### config.mk
export PLATFORM = sky130hd
export DESIGN_NAME = clock_div_1hz_flat
export DESIGN_NICKNAME = d
export VERILOG_FILES = /design/src/rtl/clock_div_1hz_pkg.sv /design/src/rtl/clock_div_1hz_if.sv /design/src/rtl/clock_div_1hz_mod_counter.sv /design/src/rtl/clock_div_1hz.sv /design/src/flat_wrapper.sv
export SDC_FILE = /design/constraint.sdc
export NUM_CORES = 1
export LEC_CHECK = 0
export ABC_CLOCK_PERIOD_IN_PS = 2100
export CAP_MARGIN = 20
export CORE_UTILIZATION = 62
export CTS_BUF_LIST = sky130_fd_sc_hd__clkbuf_8
export CTS_CLUSTER_SIZE = 30
export DETAILED_ROUTE_END_ITERATION = 12
export GPL_TIMING_DRIVEN = 0
export HOLD_SLACK_MARGIN = 0.12
export PLACE_DENSITY_LB_ADDON = 0.3
export SLEW_MARGIN = 5
export SYNTH_ARGS = -nofsm -noshare
export SYNTH_HDL_FRONTEND = slang
export SYNTH_HIERARCHICAL = 1
export SYNTH_SLANG_ARGS = --single-unit
### constraint.sdc
create_clock -name clk_in -period 2.1 [get_ports clk_in]
set_input_delay 0.21 -clock clk_in [delete_from_list [all_inputs] [get_ports clk_in]]
set_output_delay 0.21 -clock clk_in [all_outputs]
set_load 0.02 [all_outputs]
### src/rtl/clock_div_1hz_pkg.sv
// Helpers shared by the divider and its counter. They turn clock
// frequencies into half-period lengths and counter widths.
`timescale 1ns/1ps
package clock_div_1hz_pkg;

  // clk_in cycles per clk_out half-period.
  // The division truncates; a zero output rate gives 0.
  function automatic int calc_half_cnt(input int clk_in_hz, input int clk_out_hz);
    if (clk_out_hz == 0) return 0;
    return clk_in_hz / (2 * clk_out_hz);
  endfunction

  // Width needed to count 0..half_cnt-1, never narrower than one bit.
  function automatic int calc_cnt_w(input int half_cnt);
    if (half_cnt <= 2) return 1;
    return $clog2(half_cnt);
  endfunction

endpackage

### src/rtl/clock_div_1hz_if.sv
// Output bundle of the divider: the slow square wave plus its rise strobe.
`timescale 1ns/1ps
interface clock_div_1hz_if;
  logic clk_out;
  logic tick;

  modport master (output clk_out, output tick);
  modport slave  (input  clk_out, input  tick);
endinterface

### src/rtl/clock_div_1hz_mod_counter.sv
// Wrap-around counter. It counts 0..MOD-1 and flags the last count so the
// owner can act on the cycle where the count folds back to zero.
`timescale 1ns/1ps
module mod_counter
  import clock_div_1hz_pkg::*;
#(
  parameter int MOD = 2,
  parameter int W   = calc_cnt_w(MOD)
) (
  input  logic         clk,
  input  logic         reset,
  output logic [W-1:0] cnt,
  output logic         wrap
);

  localparam logic [W-1:0] LAST = W'(MOD - 1);

  // The zero initial value holds at power-up even if reset is never pulsed.
  logic [W-1:0] cnt_reg = '0;

  // Advance every cycle and fold back to zero after the last count.
  // With MOD == 1 the count stays at zero.
  always_ff @(posedge clk or posedge reset) begin
    if (reset) begin
      cnt_reg <= '0;
    end else if (cnt_reg == LAST) begin
      cnt_reg <= '0;
    end else begin
      cnt_reg <= cnt_reg + W'(1);
    end
  end

  assign cnt  = cnt_reg;
  assign wrap = (cnt_reg == LAST);

endmodule

### src/rtl/clock_div_1hz.sv
// 50 % duty-cycle clock divider. It also emits a one-cycle tick in the
// clk_in domain on each clk_out rising edge. clk_out is meant for slow
// fabric logic such as LED blinkers, not for use as a global clock.
`timescale 1ns/1ps
module clock_div_1hz
  import clock_div_1hz_pkg::*;
#(
  parameter int CLK_IN_HZ  = 100_000_000,
  parameter int CLK_OUT_HZ = 1
) (
  input  logic                    clk_in,
  input  logic                    reset,
  clock_div_1hz_if.master         out_if
);

  localparam int HALF_CNT = calc_half_cnt(CLK_IN_HZ, CLK_OUT_HZ);
  localparam int CNT_W    = calc_cnt_w(HALF_CNT);
  // Keeps the counter well formed so the ratio error below is the only message.
  localparam int MOD      = (HALF_CNT < 1) ? 1 : HALF_CNT;

  // A ratio below 2 cannot produce a square wave at all.
  if (CLK_OUT_HZ == 0 || CLK_IN_HZ < 2 * CLK_OUT_HZ) begin : g_bad_ratio
    $error("clock_div_1hz: CLK_IN_HZ must be at least 2*CLK_OUT_HZ and CLK_OUT_HZ nonzero");
  end

  logic [CNT_W-1:0] cnt_unused;
  logic             wrap;

  mod_counter #(
    .MOD (MOD),
    .W   (CNT_W)
  ) u_half_counter (
    .clk   (clk_in),
    .reset (reset),
    .cnt   (cnt_unused),
    .wrap  (wrap)
  );

  // Zero initial values hold at power-up, so clk_out never reads X.
  logic clk_out_reg = 1'b0;
  logic tick_reg    = 1'b0;

  // Toggle on each half-period wrap. Tick fires only on the 0->1 toggle.
  always_ff @(posedge clk_in or posedge reset) begin
    if (reset) begin
      clk_out_reg <= 1'b0;
      tick_reg    <= 1'b0;
    end else if (wrap) begin
      clk_out_reg <= ~clk_out_reg;
      tick_reg    <= ~clk_out_reg;
    end else begin
      tick_reg    <= 1'b0;
    end
  end

  assign out_if.clk_out = clk_out_reg;
  assign out_if.tick    = tick_reg;

endmodule

### src/flat_wrapper.sv
// flat-port wrapper written by rule: the top's interface ports become plain ports
module clock_div_1hz_flat import clock_div_1hz_pkg::*;
#(
  parameter int CLK_IN_HZ  = 100_000_000,
  parameter int CLK_OUT_HZ = 1
)
  (clk_in, reset, out_if_clk_out, out_if_tick);
  clock_div_1hz_if out_if_i ();
  input  logic clk_in;
  input  logic reset;
  output wire logic [$bits(out_if_i.clk_out)-1:0] out_if_clk_out;
  output wire logic [$bits(out_if_i.tick)-1:0] out_if_tick;
  assign out_if_clk_out = out_if_i.clk_out;
  assign out_if_tick = out_if_i.tick;
  clock_div_1hz #(.CLK_IN_HZ(CLK_IN_HZ), .CLK_OUT_HZ(CLK_OUT_HZ)) u_core (.clk_in(clk_in), .reset(reset), .out_if(out_if_i));
endmodule
==> run_results.csv, run 1 <==
group,metric,value,unit
outcome,outcome,"finished clean",
floorplanning,dieArea,2400,um2
global_route,grt_usage,27.5,%
floorplanning,die_w,49.0,um
routing,drt_iter0_drc,41,
routing,via_per_inst,6.49,
routing,vias,1135,
yosys,yosysUniqueCellTypes,27,
sta,finalHoldViolCount,0,
critical_path,cpMaxStageDelayCell,"dfrtp_2",
critical_path,critPathBufInv,1,
sta,fin_crit_sh,99.3,%
placed_design,placed_area,1430,um2
routing,drcViolationCount,0,
clock_tree,insertion_delay,0.28,ns
flow_run,maxCapViolCount,0,
power,seqPwrFrac,63.6,%
yosys,netlist_top_cells_area,"dfrtp_1 51%, xor2_1 7.0%, nand3_1 3.7%, o31ai_1 3.3%, nand4_1 3.2%",
critical_path,cp-start-kind,"register",
floorplanning,core_area,2020,um2
sta,fin_ws,0.0144,ns
yosys,synth-seq-cells,28,
power,switching_power,0.000171,W
cells_and_area,layout-drive-gt1-share,17.6,%
yosys,synth_simple_gate_area_share,26.7,%
cells_and_area,fin_nets,154,
yosys,synth_fa_ha_area_share,1.83,%
power,internal_power,0.000676,W
yosys,synth_ff_type,"dfrtp_1",
yosys,synth.most_common_cell,"dfrtp_1",
placed_design,pre_cts_ws,-0.267,ns
yosys,syn-num-nets,136,
yosys,syn_area_per_cell,10.4,um2
sta,fmax,479,MHz
placed_design,gp_congestion,0.959,
sta,skew,0.00659,ns
yosys,yosysTopAreaCell,"dfrtp_1",
placed_design,placed_cells,162,
yosys,synth_top_area_share,51.1,%
floorplanning,num_rows,16,
clock_tree,cts_inserted_buffers,3,
sta,worst_pin_slew,0.539,ns
routing,dr.pass1.iters,4,
yosys,synth_common_cells,"28 x dfrtp_1, 11 x nor2_1, 11 x xor2_1, 10 x nand3_1",
clock_tree,clk_pin_slew,0.09,ns
power,leakagePower,0.713,nW
sta,layout_min_cycle_time,2.09,ns
yosys,ys_seq_area_share,51.1,%
floorplanning,io_pins,4,
sta,slew_viol_final,0,
power,powerDensity,528,nW/um2
critical_path,cp_max_fo,11,
placed_design,numPortBuffers,3,
global_route,grt_antenna_before_repair,0,
floorplanning,die_y,49.0,um
placed_design,hpwlAfterDp,1970,um
power,sw_frac_of_total,20.2,%
critical_path,critPathRequiredTime,2.30,ns
critical_path,crit_family,"simple AND/OR/NAND/NOR gates",
yosys,synth-edff-count,0,
yosys,async_flop_share,100,%
cells_and_area,largest_reg_flops,26,
critical_path,cp_slowest_stage_delay,0.44,ns
floorplanning,start_util,67.8,%
sta,finalSetupViolCount,0,
power,vdd_ir_drop_max,0.000543,V
clock_tree,cts.path.max_buffers,2,
yosys,synth_top_family_by_area,"simple AND/OR/NAND/NOR gates",
yosys,synth_compound_area_share,6.94,%
critical_path,cp_cell_sequence,"nor4bb_1 > nand4_1 > nor3_4 > clkbuf_4 > xor2_1",
cells_and_area,n_antenna_cell,0,
clock_tree,cts_tree,"yes",
cells_and_area,final_cell_area,1600,um2
yosys,synth.yosys.warnings,6,
critical_path,end_kind,"register",
yosys,synthCells,132,
cells_and_area,stdcell_count,175,
yosys,synth_xor_xnor_area_share,10.2,%
clock_tree,root_buffer,"clkbuf_8",
routing,postRouteAntennaNets,0,
global_route,grt_max_degree,27,
clock_tree,clock-sinks,28,
power,p_comb_share,2.4,%
critical_path,worstPathArrival,2.29,ns
yosys,synth_area,1370,um2
yosys,synthMuxAreaShare,1.46,%
critical_path,path_class,"register to register",
sta,whs,0.516,ns
routing,post_drt_wl_per_cell,17.7,um
global_route,grt_pass1_wl,4940,um
global_route,first_global_vias,1104,
clock_tree,h-tree-depth,1,
routing,drt-total-wl,3090,um
power,clkPwrFrac,34.0,%
min_path,hold_class,"register to register",
cells_and_area,synthToLayoutAreaGrowth,17.0,%
global_route,grt_overflow,0,
sta,relSlewSlack,64.1,%
layer usage:
metal / up-vias / part of all wire, % / GRT usage [%]
met4: 0 / 2.9 / 10.3
met3: 10 / 6.4 / 2.80
li1: 514 / - / -
met2: 39 / 49 / 45.6
met1: 572 / 41 / 37.5
met5: - / 0 / 0
cells in the final DEF (no fill, tap or decap):
cell type and count:
and2b_2 1, dlygate4sd3_1 1, buf_4 8, nor3b_1 1, dfrtp_1 19, buf_2 1
or4_1 5, xnor2_1 5, clkdlybuf4s50_1 3, ha_1 2, nor3_4 1, nand4_1 7
and3_1 5, nand2_1 7, or3_1 3, o31ai_1 6, clkbuf_4 1, nor2_1 11
nor3_1 2, clkbuf_8 3, o21ai_0 3, dfrtp_2 9, inv_1 4, nor4_1 1
buf_16 1, nor4bb_1 2, nand3_1 10, xor2_1 11, and4_1 4, nand4_4 1
nor2b_1 1, mux2i_1 2, a21oi_1 7
path summary, 6_finish.rpt:
check | endpoint | cells after the start | slack [ns] | from
max in group asynchronous | u_core/u_half_counter/cnt[9] | 4 | 0.74 | reset
setup reg to reg | u_core/out_if.clk_out | 5 | 0.01 | u_core/u_half_counter/cnt[7]
setup / recovery | u_core/out_if.clk_out | 5 | 0.01 | u_core/u_half_counter/cnt[7]
hold reg to reg | u_core/u_half_counter/cnt[18] | 1 | 0.52 | u_core/u_half_counter/cnt[18]
hold / removal | u_core/u_half_counter/cnt[18] | 1 | 0.52 | u_core/u_half_counter/cnt[18]
min in group asynchronous | u_core/out_if.clk_out | 3 | 0.69 | reset
cells by family after synthesis:
kind of cell | Yosys count
AO/OA/AOI/OAI | 16
AND/OR/NAND/NOR | 62
multiplexers | 2
buffers and inverters | 6
adder cells (fa/ha/maj) | 2
flip-flops | 28
XOR/XNOR | 16
area by class of cell:
cell class | instances | area (um2)
sequential | 28 | 712
multi-input combinational | 98 | 661
fill | 131 | 419
timing repair buffer | 13 | 128
clock buffer | 3 | 41.3
tap | 27 | 33.8
inverter | 4 | 15.0
buffer | 2 | 12.5
through the flow:
stage          utilization, %  total power, W  setup TNS (ns)
2_1_floorplan               -        0.000558               0
3_3_place_gp             70.9        0.000562           -1.71
3_5_place_dp             70.9        0.000562           -2.43
4_1_cts                  73.8        0.000842               0
5_1_grt                  79.3        0.000876         -0.0715
6_report                 79.3        0.000847               0
what timing repair did:
| action | in CTS | in global routing |
|---|---|---|
| hold buffers | 1 | 0 |
| pin swaps | 1 | 2 |
| buffers inserted | 0 | 8 |
| setup endpoints to repair | 11 | 13 |
| gates resized for setup | 2 | 12 |
| endpoints found under the hold margin | 2 | 0 |
power by group through the flow:
stage	Sequential, W	Combinational, W	Clock [W]
3_5_place_dp	0.000549	0.0000128	0
4_1_cts	0.000539	0.0000143	0.000289
2_1_floorplan	0.000549	0.00000816	0
5_1_grt	0.000539	0.0000233	0.000314
3_3_place_gp	0.000549	0.0000124	0
6_report	0.000538	0.0000204	0.000288
(Power assumes the default switching activity.)
==> run 2, diff against run 1 <==
- CORE_UTILIZATION: 62 -> 59
- CTS_BUF_LIST: sky130_fd_sc_hd__clkbuf_8 -> unset
==> run 2 against run 1 <==
Compared with the run above: final cell count down 0.57%; core utilization shrank 7.6 points; critical endpoint is now u_core/u_half_counter/cnt[25]; total power fell by 3.9%; clock skew is 0.0046 ns lower; critical path depth unchanged; largest power group unchanged; clock power shrank 11%; register-to-register slack better by 0.02 ns; sequential share of layout area grew 0.68 points; sequential power barely moved.
==> run_results.csv, run 2 (same netlist as run 1, synthesis figures left out) <==
group,metric,value,unit
power,internal_power,0.000653,W
clock_tree,cts_tree,"yes",
sta,relSlewSlack,69.5,%
sta,skew,0.00199,ns
cells_and_area,stdcell_count,174,
sta,fin_ws,0.0352,ns
cells_and_area,layout_commonest_cell,"dfrtp_1",
critical_path,critPathRequiredTime,2.36,ns
floorplanning,start_util,62.5,%
routing,drt_iter0_drc,29,
sta,slew_viol_final,0,
global_route,grt_max_degree,27,
placed_design,placed_cells,163,
outcome,outcome,"finished clean",
cells_and_area,final_cell_mix,"22 x dfrtp_1, 11 x xor2_1, 11 x nor2_1",
critical_path,worstPathArrival,2.32,ns
min_path,min_path_cells,1,
clock_tree,insertion_delay,0.32,ns
placed_design,placed_area,1440,um2
global_route,grt_pass1_wl,4620,um
sta,worst_pin_slew,0.456,ns
cells_and_area,largest_reg_flops,26,
routing,postRouteAntennaNets,0,
cells_and_area,final_cell_area,1570,um2
floorplanning,core_area,2190,um2
placed_design,gp_congestion,0.902,
floorplanning,die_y,50.2,um
global_route,first_global_vias,1016,
placed_design,numPortBuffers,3,
sta,layout_min_cycle_time,2.06,ns
critical_path,cp_max_fo,9,
power,leakagePower,0.702,nW
sta,finalHoldViolCount,0,
placed_design,pre_cts_ws,-0.204,ns
cells_and_area,nFillCells,161,
routing,via_per_inst,6.39,
cells_and_area,n_antenna_cell,0,
clock_tree,root_buffer,"clkbuf_4",
clock_tree,cts_inserted_buffers,3,
sta,fin_crit_sh,98.3,%
cells_and_area,register_area,708,um2
clock_tree,clk_pin_slew,0.14,ns
sta,whs,0.512,ns
power,vdd_ir_drop_max,0.000426,V
clock_tree,clock-sinks,28,
floorplanning,die_w,50.2,um
global_route,grt_usage,25.2,%
power,p_comb_share,2.4,%
cells_and_area,synthToLayoutAreaGrowth,14.6,%
power,sw_frac_of_total,19.7,%
critical_path,ff2ff_path_depth,5,
cells_and_area,multi_input_area,661,um2
min_path,hold_class,"register to register",
floorplanning,io_pins,4,
cells_and_area,layout-drive-gt1-share,14.4,%
routing,drcViolationCount,0,
routing,vias,1111,
critical_path,end_kind,"register",
global_route,grt_antenna_before_repair,0,
critical_path,path_class,"register to register",
power,powerDensity,518,nW/um2
placed_design,hpwlAfterDp,1910,um
critical_path,cp-start-kind,"register",
power,switching_power,0.000160,W
routing,dr.pass1.iters,4,
sta,fmax,484,MHz
floorplanning,num_rows,17,
floorplanning,dieArea,2520,um2
routing,post_drt_wl_per_cell,16.9,um
clock_tree,cts.path.max_buffers,2,
flow_run,maxCapViolCount,0,
power,clkPwrFrac,31.3,%
clock_tree,h-tree-depth,1,
global_route,grt_overflow,0,
sta,finalSetupViolCount,0,
power,seqPwrFrac,66.3,%
routing,drt-total-wl,2930,um
cells_and_area,fin_nets,151,
-- run 2: cell types whose count changed in the layout (fill, tap and decap cells not counted), sizes merged --
cell and change:
buf -3, clkbuf +1
-- run 2: metrics by stage --
step / utilization (%) / power (W) / setup TNS, ns
final: 71.7 / 0.000814 / 0
after global routing: 71.7 / 0.000846 / -0.0106
after CTS: 68.3 / 0.000824 / 0
after detailed placement: 65.5 / 0.000562 / -1.84
after global placement: 65.5 / 0.000562 / -0.790
after floorplan: - / 0.000558 / 0
-- run 2: path summary, 6_finish.rpt --
kind / slack (ns) / endpoint / start
hold / removal: 0.51 / u_core/out_if.clk_out / u_core/out_if.clk_out
setup reg to reg: 0.04 / u_core/u_half_counter/cnt[25] / u_core/u_half_counter/cnt[3]
setup / recovery: 0.04 / u_core/u_half_counter/cnt[25] / u_core/u_half_counter/cnt[3]
min in group asynchronous: 0.59 / u_core/out_if.clk_out / reset
hold reg to reg: 0.51 / u_core/out_if.clk_out / u_core/out_if.clk_out
max in group asynchronous: 0.91 / u_core/u_half_counter/cnt[8] / reset
-- run 2: power by group through the flow --
stage          registers (W)  clock network, W   logic [W]
4_1_cts             0.000539          0.000270   0.0000143
6_report            0.000539          0.000255   0.0000197
5_1_grt             0.000539          0.000284   0.0000228
2_1_floorplan       0.000549                 0  0.00000816
3_3_place_gp        0.000549                 0   0.0000124
3_5_place_dp        0.000549                 0   0.0000129
-- run 2: worst max-delay path, cell delays in order (launching register included) --
cell     delay [ns]
dfrtp_1        0.48
nand4_4        0.16
or4_1          0.53
buf_2          0.19
or4_1          0.48
a21oi_1        0.16
-- run 2: area by class of cell --
cell class / count / area share (%)
well taps: 28 / 2.23
clock buffers: 4 / 2.31
flip-flops and latches: 28 / 45.1
plain buffers: 2 / 0.637
repair buffers: 10 / 6.69
multi-input cells: 98 / 42.1
inverters: 4 / 0.956
-- run 2: timing repair --
action | CTS | global route
pin swaps | 1 | 0
hold buffers | 1 | 0
gates resized for setup | 2 | 7
endpoints found under the setup margin | 11 | 3
endpoints found under the hold margin | 2 | 0
buffers inserted | 1 | 4
-- run 2: routing by layer --
| metal | part of all wire, % | vias up | global-route usage (%) |
|---|---|---|---|
| met3 | 5.7 | 7 | 3.94 |
| met5 | 0 | - | 0 |
| met4 | 1.6 | 0 | 11.0 |
| li1 | - | 516 | - |
| met1 | 41 | 540 | 32.7 |
| met2 | 52 | 48 | 41.8 |
